--- src/rtl/serial_transmitter_pkg.sv ---
// Shared frame constants, state encoding and sizing helper for the serial link.
// The receiver imports the same package, so frame levels and defaults stay in one place.
package serial_transmitter_pkg;

    localparam int DEFAULT_OVERSAMPLE = 16;
    localparam int DEFAULT_DATA_BITS  = 8;

    localparam logic START_BIT  = 1'b0;
    localparam logic STOP_BIT   = 1'b1;
    localparam logic IDLE_LEVEL = 1'b1;

    typedef enum logic [2:0] {
        ST_IDLE   = 3'd0,
        ST_START  = 3'd1,
        ST_DATA   = 3'd2,
        ST_PARITY = 3'd3,
        ST_STOP   = 3'd4
    } tx_state_e;

    function automatic int unsigned count_width(input int unsigned n);
        return (n > 32'd1) ? $clog2(n) : 32'd1;
    endfunction

endpackage

--- src/rtl/serial_transmitter_bit_timer.sv ---
// Free-running 0..OVERSAMPLE-1 cycle counter; bit_tick marks the last cycle of each bit.
// clear restarts the count so a frame's bit boundaries align to its request.
import serial_transmitter_pkg::*;

module bit_timer #(
    parameter int OVERSAMPLE = DEFAULT_OVERSAMPLE
) (
    output logic bit_tick,
    input  logic clear,
    input  logic sample_clk,
    input  logic reset
);

    localparam int unsigned CW = count_width(OVERSAMPLE);
    localparam logic [CW-1:0] LAST_COUNT = CW'(OVERSAMPLE - 1);

    logic [CW-1:0] count_r;

    // Cycle counter, wrapping at the end of each bit period.
    always_ff @(posedge sample_clk or posedge reset) begin
        if (reset) begin
            count_r <= {CW{1'b0}};
        end else if (clear) begin
            count_r <= {CW{1'b0}};
        end else if (count_r == LAST_COUNT) begin
            count_r <= {CW{1'b0}};
        end else begin
            count_r <= count_r + CW'(1);
        end
    end

    assign bit_tick = (count_r == LAST_COUNT);

endmodule

--- src/rtl/serial_transmitter.sv ---
// Transmit side of the async serial link: idle-high, start/data(LSB first)/stop framing.
// Define SERIAL_TX_PARITY_EN to insert an even-parity bit between the data and stop bits.
import serial_transmitter_pkg::*;

module serial_transmitter #(
    parameter int OVERSAMPLE = DEFAULT_OVERSAMPLE,
    parameter int DATA_BITS  = DEFAULT_DATA_BITS
) (
    input  logic                 sample_clk,
    input  logic                 reset,
    input  logic [DATA_BITS-1:0] din,
    input  logic                 send,
    output logic                 tx,
    output logic                 busy,
    output logic                 done
);

    localparam int unsigned BC_W = count_width(DATA_BITS);
    localparam logic [BC_W-1:0] LAST_BIT = BC_W'(DATA_BITS - 1);

    tx_state_e            state_r, state_s;
    logic [DATA_BITS-1:0] shreg_r, shreg_s;
    logic [BC_W-1:0]      bit_count_r, bit_count_s;
    logic                 tx_r, tx_s;
    logic                 busy_r, busy_s;
    logic                 done_r, done_s;
    logic                 clear_s;
    logic                 bit_tick_s;
`ifdef SERIAL_TX_PARITY_EN
    logic                 parity_r, parity_s;

    function automatic logic parity_even(input logic [DATA_BITS-1:0] d);
        return ^d;
    endfunction
`endif

    bit_timer #(.OVERSAMPLE(OVERSAMPLE)) u_bit_timer (
        .bit_tick   (bit_tick_s),
        .clear      (clear_s),
        .sample_clk (sample_clk),
        .reset      (reset)
    );

    // Next-state and next-output logic; tx is computed one cycle ahead so it leaves a flop.
    always_comb begin
        state_s     = state_r;
        shreg_s     = shreg_r;
        bit_count_s = bit_count_r;
        tx_s        = tx_r;
        busy_s      = busy_r;
        done_s      = 1'b0;
        clear_s     = 1'b0;
`ifdef SERIAL_TX_PARITY_EN
        parity_s    = parity_r;
`endif
        case (state_r)
            ST_IDLE: begin
                tx_s = IDLE_LEVEL;
                if (send) begin
                    shreg_s     = din;
                    bit_count_s = {BC_W{1'b0}};
                    tx_s        = START_BIT;
                    busy_s      = 1'b1;
                    clear_s     = 1'b1;
                    state_s     = ST_START;
`ifdef SERIAL_TX_PARITY_EN
                    parity_s    = parity_even(din);
`endif
                end else begin
                    state_s = ST_IDLE;
                end
            end
            ST_START: begin
                if (bit_tick_s) begin
                    tx_s    = shreg_r[0];
                    state_s = ST_DATA;
                end else begin
                    state_s = ST_START;
                end
            end
            ST_DATA: begin
                if (bit_tick_s) begin
                    shreg_s     = shreg_r >> 1;
                    bit_count_s = bit_count_r + BC_W'(1);
                    if (bit_count_r == LAST_BIT) begin
`ifdef SERIAL_TX_PARITY_EN
                        tx_s    = parity_r;
                        state_s = ST_PARITY;
`else
                        tx_s    = STOP_BIT;
                        state_s = ST_STOP;
`endif
                    end else begin
                        tx_s = shreg_s[0];
                    end
                end else begin
                    state_s = ST_DATA;
                end
            end
`ifdef SERIAL_TX_PARITY_EN
            ST_PARITY: begin
                if (bit_tick_s) begin
                    tx_s    = STOP_BIT;
                    state_s = ST_STOP;
                end else begin
                    state_s = ST_PARITY;
                end
            end
`endif
            ST_STOP: begin
                if (bit_tick_s) begin
                    tx_s    = IDLE_LEVEL;
                    busy_s  = 1'b0;
                    done_s  = 1'b1;
                    state_s = ST_IDLE;
                end else begin
                    state_s = ST_STOP;
                end
            end
            default: begin
                tx_s    = IDLE_LEVEL;
                busy_s  = 1'b0;
                state_s = ST_IDLE;
            end
        endcase
    end

    // State, datapath and output registers; reset drops the line high immediately.
    always_ff @(posedge sample_clk or posedge reset) begin
        if (reset) begin
            state_r     <= ST_IDLE;
            shreg_r     <= {DATA_BITS{1'b0}};
            bit_count_r <= {BC_W{1'b0}};
            tx_r        <= IDLE_LEVEL;
            busy_r      <= 1'b0;
            done_r      <= 1'b0;
`ifdef SERIAL_TX_PARITY_EN
            parity_r    <= 1'b0;
`endif
        end else begin
            state_r     <= state_s;
            shreg_r     <= shreg_s;
            bit_count_r <= bit_count_s;
            tx_r        <= tx_s;
            busy_r      <= busy_s;
            done_r      <= done_s;
`ifdef SERIAL_TX_PARITY_EN
            parity_r    <= parity_s;
`endif
        end
    end

    assign tx   = tx_r;
    assign busy = busy_r;
    assign done = done_r;

endmodule
--- config.mk ---
export PLATFORM = sky130hd
export DESIGN_NAME = serial_transmitter
export DESIGN_NICKNAME = d
export VERILOG_FILES = /design/src/rtl/serial_transmitter_pkg.sv /design/src/rtl/serial_transmitter_bit_timer.sv /design/src/rtl/serial_transmitter.sv
export SDC_FILE = /design/constraint.sdc
export NUM_CORES = 1
export LEC_CHECK = 0
export CAP_MARGIN = 0
export CORE_MARGIN = 3
export CORE_UTILIZATION = 57
export CTS_CLUSTER_DIAMETER = 60
export DETAILED_ROUTE_END_ITERATION = 8
export GPL_TIMING_DRIVEN = 0
export PLACE_DENSITY = 0.83
export SLEW_MARGIN = 20
export SYNTH_ARGS = -nofsm -noshare
export SYNTH_HDL_FRONTEND = slang
export SYNTH_SLANG_ARGS = --single-unit
--- constraint.sdc ---
create_clock -name sample_clk -period 3.29 [get_ports sample_clk]
set_clock_uncertainty 0.05 [all_clocks]
set_input_delay 0.658 -clock sample_clk [delete_from_list [all_inputs] [get_ports sample_clk]]
set_output_delay 0.658 -clock sample_clk [all_outputs]
set_load 0.01 [all_outputs]
==> results of run 1 <==
## worst register-to-register path: stages, from the launching register on
cell and delay, ns:
dfrtp_1 0.44, clkbuf_1 0.23, nor4b_1 0.75, o21ai_0 0.21
## area by class of cell
| type | instances | area share, % |
|---|---|---|
| plain buffers | 7 | 3.63 |
| clock buffers | 3 | 1.82 |
| clock inverters | 1 | 0.404 |
| inverters | 5 | 1.51 |
| multi-input cells | 61 | 37.2 |
| flip-flops and latches | 21 | 42.5 |
| well taps | 24 | 2.42 |
| repair buffers | 13 | 10.5 |
## layer usage
layer | track usage, % | up-vias | routed length, um
li1 | - | 391 | -
met1 | 21.7 | 384 | 842
met4 | 6.16 | 0 | 27
met5 | 0 | - | 0
met3 | 4.89 | 5 | 108
met2 | 30.3 | 20 | 929
## registers in the layout, indices dropped and copies added, names as in the netlist
signal               count
shreg_r                  8
done                     1
state_r                  3
bit_count_r              3
tx                       1
u_bit_timer.count_r      4
busy                     1
## kinds of logic (layout without fill, tap and decap cells)
logic type                 count (synthesis)  count (layout)  share of synthesized area (%)
adders and majority gates                  3               3                           3.57
xor gates and xnor gates                   3               3                           2.50
muxes                                      1               1                          0.951
DFF                                       21              21                           50.1
AOI/OAI and AO/OA                         33              33                           24.0
buffers and inverters                     12              29                           6.06
and+or+nand+nor                           21              21                           12.8
## metrics by stage
step	hold WS (ns)	instance area (um2)	util (%)	setup WS, ns
2_1_floorplan	0.394	1050	-	1.62
3_3_place_gp	0.412	1210	75.2	0.993
3_5_place_dp	0.412	1210	75.2	1.01
4_1_cts	0.427	1240	76.9	1.19
5_1_grt	0.443	1240	76.9	1.15
6_report	0.427	1240	76.9	1.20
## cells in the final DEF (no fill, tap or decap)
cell type	netlist	routed
clkbuf_1	2	2
xor2_1	2	2
o31ai_1	2	2
xnor2_1	1	1
o2111ai_1	1	1
or3b_4	1	1
dfrtp_1	20	20
buf_2	3	3
dfstp_2	1	1
o211a_1	1	1
nor2_1	1	1
o21ai_2	1	1
ha_1	3	3
o211ai_1	2	2
nand3_1	4	4
clkinv_2	0	1
clkdlybuf4s50_1	0	13
o21ai_0	5	5
clkbuf_4	0	3
and2_1	1	1
nor4b_1	2	2
nand4b_1	1	1
mux2i_1	1	1
nand2_1	2	2
or4b_4	1	1
a211o_1	2	2
o21a_1	7	7
nor2b_1	1	1
o32a_1	7	7
inv_1	5	5
a211oi_1	2	2
a21oi_1	3	3
nand2b_1	3	3
buf_6	2	2
nor3_1	3	3
and3_1	1	1
## power groups by stage
stage	combinational [uW]	sequential [uW]	clock, uW
global placement	262	414	0
finish	274	414	121
detailed placement	275	419	0
floorplan	200	409	0
CTS	278	413	125
global route	306	424	141
## worst paths after layout
path | from | to | slack, ns | cells past startpoint
worst min register to register | u_bit_timer.count_r[0] | u_bit_timer.count_r[0] | 0.43 | 1
worst min-delay path | u_bit_timer.count_r[0] | u_bit_timer.count_r[0] | 0.43 | 1
max in group asynchronous | reset | shreg_r[7] | 1.95 | 2
worst max-delay path | tx | tx | 1.20 | 1
worst max register to register | state_r[2] | shreg_r[7] | 1.45 | 3
min in group asynchronous | reset | busy | 0.73 | 2
==> impl_metrics.json, run 1 <==
{
  "dp_hpwl_mm": 1.41,
  "worstSetupPathType": "reg2out",
  "grt_pass1_wl_mm": 3.33,
  "ioPinCount": 14,
  "ys_top_cells_by_count": "dfrtp_1 (20), o21a_1 (7), o32a_1 (7)",
  "power_density_nw_per_um2": 653,
  "crit_path_end_kind": "output pin",
  "antenna_left": 0,
  "max_slew_margin_pct": 43.3,
  "tightest_slew_ns": 0.839,
  "cts.repair.resized": 0,
  "drive_gt1_share_pct": 11.7,
  "worst_ep_required_time_ns": 2.58,
  "synth_edf_count": 0,
  "yosysWarnings": 0,
  "cts_post_setup_buffers_inserted": 0,
  "p_clk_share_pct": 15.0,
  "p_int_uw": 550,
  "synthTopCellsByArea": "dfrtp_1 (48%), o32a_1 (6.7%), o21a_1 (5.0%)",
  "setup_viol": 0,
  "synth.top_cell.area_share_pct": 47.6,
  "grt_pass1_vias": 770,
  "initial_core_util_pct": 65.3,
  "p_comb_share_pct": 33.9,
  "avgRoutedWirePerCell_um": 14.1,
  "rsz0062_at_grt": "false",
  "antenna_found_initial": 0,
  "path_cells": "clkdlybuf4s50_1",
  "dr_total_vias": 800,
  "worst_setup_path_start_kind": "flip-flop",
  "drt_iter0_drc": 12,
  "cap_violations": 0,
  "grt_max_degree": 22,
  "cp_data_arrival_time_ns": 1.38,
  "fill_cells": 119,
  "cts_root_buffer": "clkbuf_4",
  "diodes": 0,
  "critPathTopFamily": "flip-flops",
  "seq_area_frac_synth_pct": 50.1,
  "final_hold_viol_count": 0,
  "path_buf_inv": 1,
  "grt_usage_pct": 17.9,
  "synth-main-ff-cell": "dfrtp_1",
  "min_period_ns": 2.09,
  "cpPeakStageDelay_ns": 0.55,
  "fp.dieH_um": 49.0,
  "ir_worst_vdd_mv": 0.427,
  "die_x_um": 49.0,
  "seq_area_um2": 527,
  "p_sw_uw": 260,
  "numCtsBuffers": 3,
  "die_area_um2": 2400,
  "ys_ff_latch": 21,
  "finalPower_uw": 810,
  "cts_tree": "done",
  "core_area_um2": 1610,
  "clock_path_buffers": 2,
  "synth_top_cell_by_area": "dfrtp_1",
  "postCtsHoldBufs": 0,
  "slew_violations": 0,
  "hp-class": "reg2reg",
  "pwr-share-seq_pct": 51.1,
  "drt-pass1-iter-count": 4,
  "outcome": "completed",
  "std_cell_rows": 14,
  "cp_max_fo": 2,
  "place_inst": 131,
  "syn_nets": 108,
  "nets": 126,
  "viasPerCell": 5.93,
  "syn_to_final_growth_pct": 17.8,
  "synthArstFlopShare_pct": 100,
  "synth.avg_cell_area_um2": 11.2,
  "p_leak_uw": 0.000517,
  "grt_overflow": 0,
  "synth.most_common_cell": "dfrtp_1",
  "fmax_mhz": 480,
  "clock_sinks": 21,
  "sw_frac_of_total_pct": 32.1,
  "port_buffers": 13,
  "synth.distinct_cells": 33,
  "syn_inst": 94,
  "fin_cells": 135,
  "multi_input_area_um2": 462,
  "syn_area_um2": 1050,
  "fin_crit_sh_pct": 63.4,
  "finalWirelength_mm": 1.91,
  "worstSkewPairLatency_ns": 0.30,
  "h-tree-depth": 1,
  "place_congestion": 0.812,
  "path_clk_slew_ns": 0.12,
  "setup_tns_ns": 0,
  "drt_drc_violations_left": 0,
  "slowest_stage": "dfstp_2"
}
(Power assumes the default switching activity.)
==> inputs of run 2 (changes only) <==
--- a/config.mk
+++ b/config.mk
@@ -7,11 +7,11 @@
 export LEC_CHECK = 0
 export CAP_MARGIN = 0
 export CORE_MARGIN = 3
-export CORE_UTILIZATION = 57
+export CORE_UTILIZATION = 47
 export CTS_CLUSTER_DIAMETER = 60
 export DETAILED_ROUTE_END_ITERATION = 8
 export GPL_TIMING_DRIVEN = 0
-export PLACE_DENSITY = 0.83
+export PLACE_DENSITY = 0.74
 export SLEW_MARGIN = 20
 export SYNTH_ARGS = -nofsm -noshare
 export SYNTH_HDL_FRONTEND = slang
==> constraint.sdc (replaced) <==
create_clock -name sample_clk -period 1.7 [get_ports sample_clk]
set_clock_uncertainty 0.05 [all_clocks]
set_input_delay 0.34 -clock sample_clk [delete_from_list [all_inputs] [get_ports sample_clk]]
set_output_delay 0.34 -clock sample_clk [all_outputs]
set_load 0.01 [all_outputs]
==> impl_metrics.json, run 2 (synthesis gave the netlist of run 1 again) <==
{
  "top_register": "shreg_r",
  "pwr-share-seq_pct": 51.1,
  "fill_cells": 177,
  "std_cell_rows": 16,
  "tightest_slew_ns": 0.798,
  "final_common_cell": "dfrtp_1",
  "cp.depth": 5,
  "initial_core_util_pct": 51.5,
  "cap_violations": 0,
  "worstSetupPathType": "in2reg",
  "final_hold_viol_count": 0,
  "slowest_stage": "clkdlybuf4s50_1",
  "drt_iter0_drc": 4,
  "postCtsHoldBufs": 0,
  "r2r_end": "shreg_r[5]",
  "r2r_cells": 4,
  "largest_reg_flops": 8,
  "drt_drc_violations_left": 0,
  "slew_violations": 0,
  "p_clk_share_pct": 15.3,
  "numCtsBuffers": 3,
  "die_x_um": 53.3,
  "clock_sinks": 21,
  "die_area_um2": 2840,
  "utilization_pct": 61.9,
  "p_comb_share_pct": 33.5,
  "cpPeakStageDelay_ns": 0.53,
  "finalWirelength_mm": 1.97,
  "worst_ep_required_time_ns": 1.86,
  "syn_to_final_growth_pct": 20.1,
  "place_congestion": 0.830,
  "ir_worst_vdd_mv": 0.745,
  "drt-pass1-iter-count": 4,
  "postPlaceCellArea_um2": 1220,
  "power_density_nw_per_um2": 1250,
  "path_buf_inv": 2,
  "rrSetupSlack_ns": 0.07,
  "antenna_found_initial": 0,
  "cts.repair.resized": 5,
  "avgRoutedWirePerCell_um": 14.3,
  "grt_pass1_vias": 758,
  "ioPinCount": 14,
  "dr_total_vias": 797,
  "setup_viol": 0,
  "fmax_mhz": 612,
  "grt_pass1_wl_mm": 3.46,
  "drive_gt1_share_pct": 13.5,
  "core_area_um2": 2040,
  "diodes": 0,
  "cp_max_fo": 10,
  "cts_post_setup_buffers_inserted": 0,
  "grt_overflow": 0,
  "port_buffers": 13,
  "h-tree-depth": 1,
  "outcome": "completed",
  "dp_hpwl_mm": 1.41,
  "viasPerCell": 5.78,
  "path_cells": "clkdlybuf4s50_1, or4b_4, buf_6, o32a_1, o21a_1",
  "clock_path_buffers": 2,
  "p_int_uw": 1070,
  "grt_max_degree": 22,
  "max_slew_margin_pct": 46.8,
  "worst_setup_path_start_kind": "primary input",
  "endpoint": "shreg_r[5]",
  "stdcell_area_um2": 1260,
  "critPathTopFamily": "buffers and inverters",
  "cts_tree": "done",
  "whs_ns": 0.421,
  "largest_registers": "shreg_r (8), u_bit_timer.count_r (4)",
  "p_sw_uw": 517,
  "fp.dieH_um": 53.3,
  "hp-class": "in2async",
  "sw_frac_of_total_pct": 32.6,
  "worstSkewPairLatency_ns": 0.31,
  "nets": 126,
  "path_clk_slew_ns": 0.11,
  "crit_start": "send",
  "antenna_left": 0,
  "cts_root_buffer": "clkbuf_4",
  "fin_crit_sh_pct": 96.1,
  "rsz0062_at_grt": "false",
  "cp_data_arrival_time_ns": 1.80,
  "grt_usage_pct": 17.4,
  "layout_common_cells": "dfrtp_1 (19), clkdlybuf4s50_1 (12), o32a_1 (7), o21a_1 (7)",
  "min_period_ns": 1.63,
  "reg2reg_from": "state_r[0]",
  "crit_path_end_kind": "flip-flop",
  "p_leak_uw": 0.000521
}
[run 2: cell count changes in the layout (fill, tap and decap cells not counted), sizes merged]
cell / before / now
clkbuf: 5 / 6
clkdlybuf4s50: 13 / 12
clkinv: 1 / 0
dlygate4sd2: 0 / 1
[run 2: through the flow]
stage | power (uW) | std cells | setup TNS (ns) | worst slack [ns]
2_1_floorplan | 1180 | 94 | 0 | 0.172
3_3_place_gp | 1310 | 134 | -3.09 | -0.287
3_5_place_dp | 1340 | 134 | -2.95 | -0.277
4_1_cts | 1600 | 138 | 0 | 0.0470
5_1_grt | 1710 | 138 | 0 | 0.000278
6_report | 1580 | 138 | 0 | 0.0655
[run 2: worst min-delay path by stage]
| stage | start | to | slack, ns | cells past startpoint |
|---|---|---|---|---|
| 2_1_floorplan | reset | bit_count_r[0] | 0.27 | 1 |
| 3_3_place_gp | u_bit_timer.count_r[0] | u_bit_timer.count_r[0] | 0.41 | 1 |
| 3_5_place_dp | u_bit_timer.count_r[0] | u_bit_timer.count_r[0] | 0.41 | 1 |
| 4_1_cts | u_bit_timer.count_r[0] | u_bit_timer.count_r[0] | 0.43 | 1 |
| 5_1_grt | u_bit_timer.count_r[0] | u_bit_timer.count_r[0] | 0.45 | 1 |
| 6_report | reset | u_bit_timer.count_r[2] | 0.42 | 2 |
[run 2: cell type report]
type | count | area, um2 | share of cell area, %
sequential | 21 | 528 | 41.8
multi-input combinational | 61 | 480 | 38.0
timing repair buffer | 13 | 129 | 10.2
buffer | 7 | 47.5 | 3.76
tap | 27 | 33.8 | 2.67
clock buffer | 4 | 26.3 | 2.08
inverter | 5 | 18.8 | 1.49
[run 2: layer usage]
layer	track usage, %	part of all wire, %
met5	0	0
met4	10.2	2.6
met3	2.54	3.3
met2	28.8	47
met1	21.1	47
[run 2: power groups by stage]
stage / clock, uW / sequential (uW) / combinational [uW]
after floorplan: 0 / 792 / 388
after global placement: 0 / 801 / 510
after detailed placement: 0 / 814 / 530
after CTS: 251 / 806 / 540
after global routing: 273 / 832 / 601
final: 243 / 810 / 531
==> inputs of run 3 (changes only) <==
--- a/config.mk
+++ b/config.mk
@@ -5,14 +5,17 @@
 export SDC_FILE = /design/constraint.sdc
 export NUM_CORES = 1
 export LEC_CHECK = 0
+export ABC_CLOCK_PERIOD_IN_PS = 1700
 export CAP_MARGIN = 0
 export CORE_MARGIN = 3
 export CORE_UTILIZATION = 47
 export CTS_CLUSTER_DIAMETER = 60
 export DETAILED_ROUTE_END_ITERATION = 8
 export GPL_TIMING_DRIVEN = 0
+export MAX_ROUTING_LAYER = met4
 export PLACE_DENSITY = 0.74
 export SLEW_MARGIN = 20
 export SYNTH_ARGS = -nofsm -noshare
 export SYNTH_HDL_FRONTEND = slang
 export SYNTH_SLANG_ARGS = --single-unit
+export TNS_END_PERCENT = 30
==> impl_metrics.json, run 3 (synthesis gave the netlist of run 1 again) <==
{
  "die_x_um": 53.3,
  "grt_overflow": 0,
  "nets": 126,
  "largest_reg_flops": 8,
  "fmax_mhz": 607,
  "final_common_cell": "dfrtp_1",
  "port_buffers": 13,
  "dp_hpwl_mm": 1.41,
  "fin_crit_sh_pct": 96.8,
  "path_cells": "clkdlybuf4s50_1, or4b_4, buf_6, o32a_1, o21a_1",
  "p_leak_uw": 0.000521,
  "grt_usage_pct": 17.9,
  "drt-pass1-iter-count": 4,
  "path_clk_slew_ns": 0.11,
  "drt_drc_violations_left": 0,
  "top_register": "shreg_r",
  "drive_gt1_share_pct": 13.5,
  "dr_total_vias": 802,
  "hp-class": "in2async",
  "initial_core_util_pct": 51.5,
  "grt_pass1_vias": 756,
  "outcome": "completed",
  "die_area_um2": 2840,
  "worstSkewPairLatency_ns": 0.31,
  "setup_viol": 0,
  "numCtsBuffers": 3,
  "cpPeakStageDelay_ns": 0.53,
  "min_period_ns": 1.65,
  "fin_cells": 138,
  "final_hold_viol_count": 0,
  "crit_path_end_kind": "flip-flop",
  "drt_iter0_drc": 4,
  "fin_ws_ns": 0.0536,
  "rsz0062_at_grt": "false",
  "grt_max_degree": 22,
  "ioPinCount": 14,
  "h-tree-depth": 1,
  "antenna_left": 0,
  "tightest_slew_ns": 0.795,
  "postPlaceCellArea_um2": 1220,
  "place_congestion": 0.843,
  "grt_pass1_wl_mm": 3.47,
  "cts_root_buffer": "clkbuf_4",
  "syn_to_final_growth_pct": 20.1,
  "worstSetupPathType": "in2reg",
  "cap_violations": 0,
  "clock_path_buffers": 2,
  "antenna_found_initial": 0,
  "slowest_stage": "clkdlybuf4s50_1",
  "cts_tree": "done",
  "diodes": 0,
  "postCtsHoldBufs": 0,
  "finalWirelength_mm": 1.96,
  "utilization_pct": 61.9,
  "cp_data_arrival_time_ns": 1.80,
  "place_inst": 134,
  "slew_violations": 0,
  "power_density_nw_per_um2": 1250,
  "largest_registers": "shreg_r (8), u_bit_timer.count_r (4)",
  "max_slew_margin_pct": 46.9,
  "cp_max_fo": 10,
  "avgRoutedWirePerCell_um": 14.2,
  "ir_worst_vdd_mv": 0.745,
  "fp.dieH_um": 53.3,
  "viasPerCell": 5.81,
  "clock_sinks": 21,
  "worst_setup_path_start_kind": "primary input",
  "core_area_um2": 2040,
  "worst_ep_required_time_ns": 1.85,
  "stdcell_area_um2": 1260,
  "layout_common_cells": "dfrtp_1 (19), clkdlybuf4s50_1 (12), o32a_1 (7), o21a_1 (7)",
  "std_cell_rows": 16,
  "place_worst_setup_slack_ns": -0.277,
  "cts_post_setup_buffers_inserted": 0
}
[run 3: critical path: cells and delay by family]
family / cells / cell delay (ns)
and+or+nand+nor: 1 / 0.49
buffers and inverters: 2 / 0.69
AOI/OAI and AO/OA: 2 / 0.27
[run 3: power breakdown]
group	switching, uW	total, uW	internal, uW
clock network	150	241	91.7
registers	125	810	685
logic	239	531	292
total	514	1580	1070
[run 3: per-stage QoR]
stage | power [uW] | setup TNS [ns] | hold WS [ns]
finish | 1580 | 0 | 0.420
global route | 1710 | 0 | 0.446
CTS | 1600 | 0 | 0.431
detailed placement | 1340 | -2.95 | 0.414
global placement | 1310 | -3.09 | 0.413
floorplan | 1180 | 0 | 0.266
[run 3: metal layers]
layer / GRT usage (%) / part of all wire [%]
met4: 10.2 / 2.6
met3: 2.54 / 3.7
met5: - / 0
met2: 28.8 / 47
met1: 21.3 / 46
[run 3: timing repair]
action                                 in CTS  in global routing
endpoints found under the hold margin       0                  0
cloned                                      0                  0
gates resized for setup                     5                  1
setup endpoints to repair                  10                  2
[run 3: path summary, 6_finish.rpt]
kind | start | depth (start not counted) | slack [ns] | endpoint
hold / removal | reset | 2 | 0.42 | u_bit_timer.count_r[2]
min in group sample_clk | u_bit_timer.count_r[0] | 1 | 0.43 | u_bit_timer.count_r[0]
setup reg to reg | state_r[0] | 4 | 0.07 | shreg_r[5]
setup / recovery | send | 5 | 0.05 | shreg_r[3]
hold reg to reg | u_bit_timer.count_r[0] | 1 | 0.43 | u_bit_timer.count_r[0]
max in group asynchronous | reset | 2 | 0.64 | state_r[0]
[run 3: cell type report]
type	instances	area, um2
Multi-Input combinational cell	61	480
Inverter	5	18.8
Clock buffer	4	26.3
Fill cell	177	778
Tap cell	27	33.8
Timing Repair Buffer	13	129
Sequential cell	21	528
Buffer	7	47.5
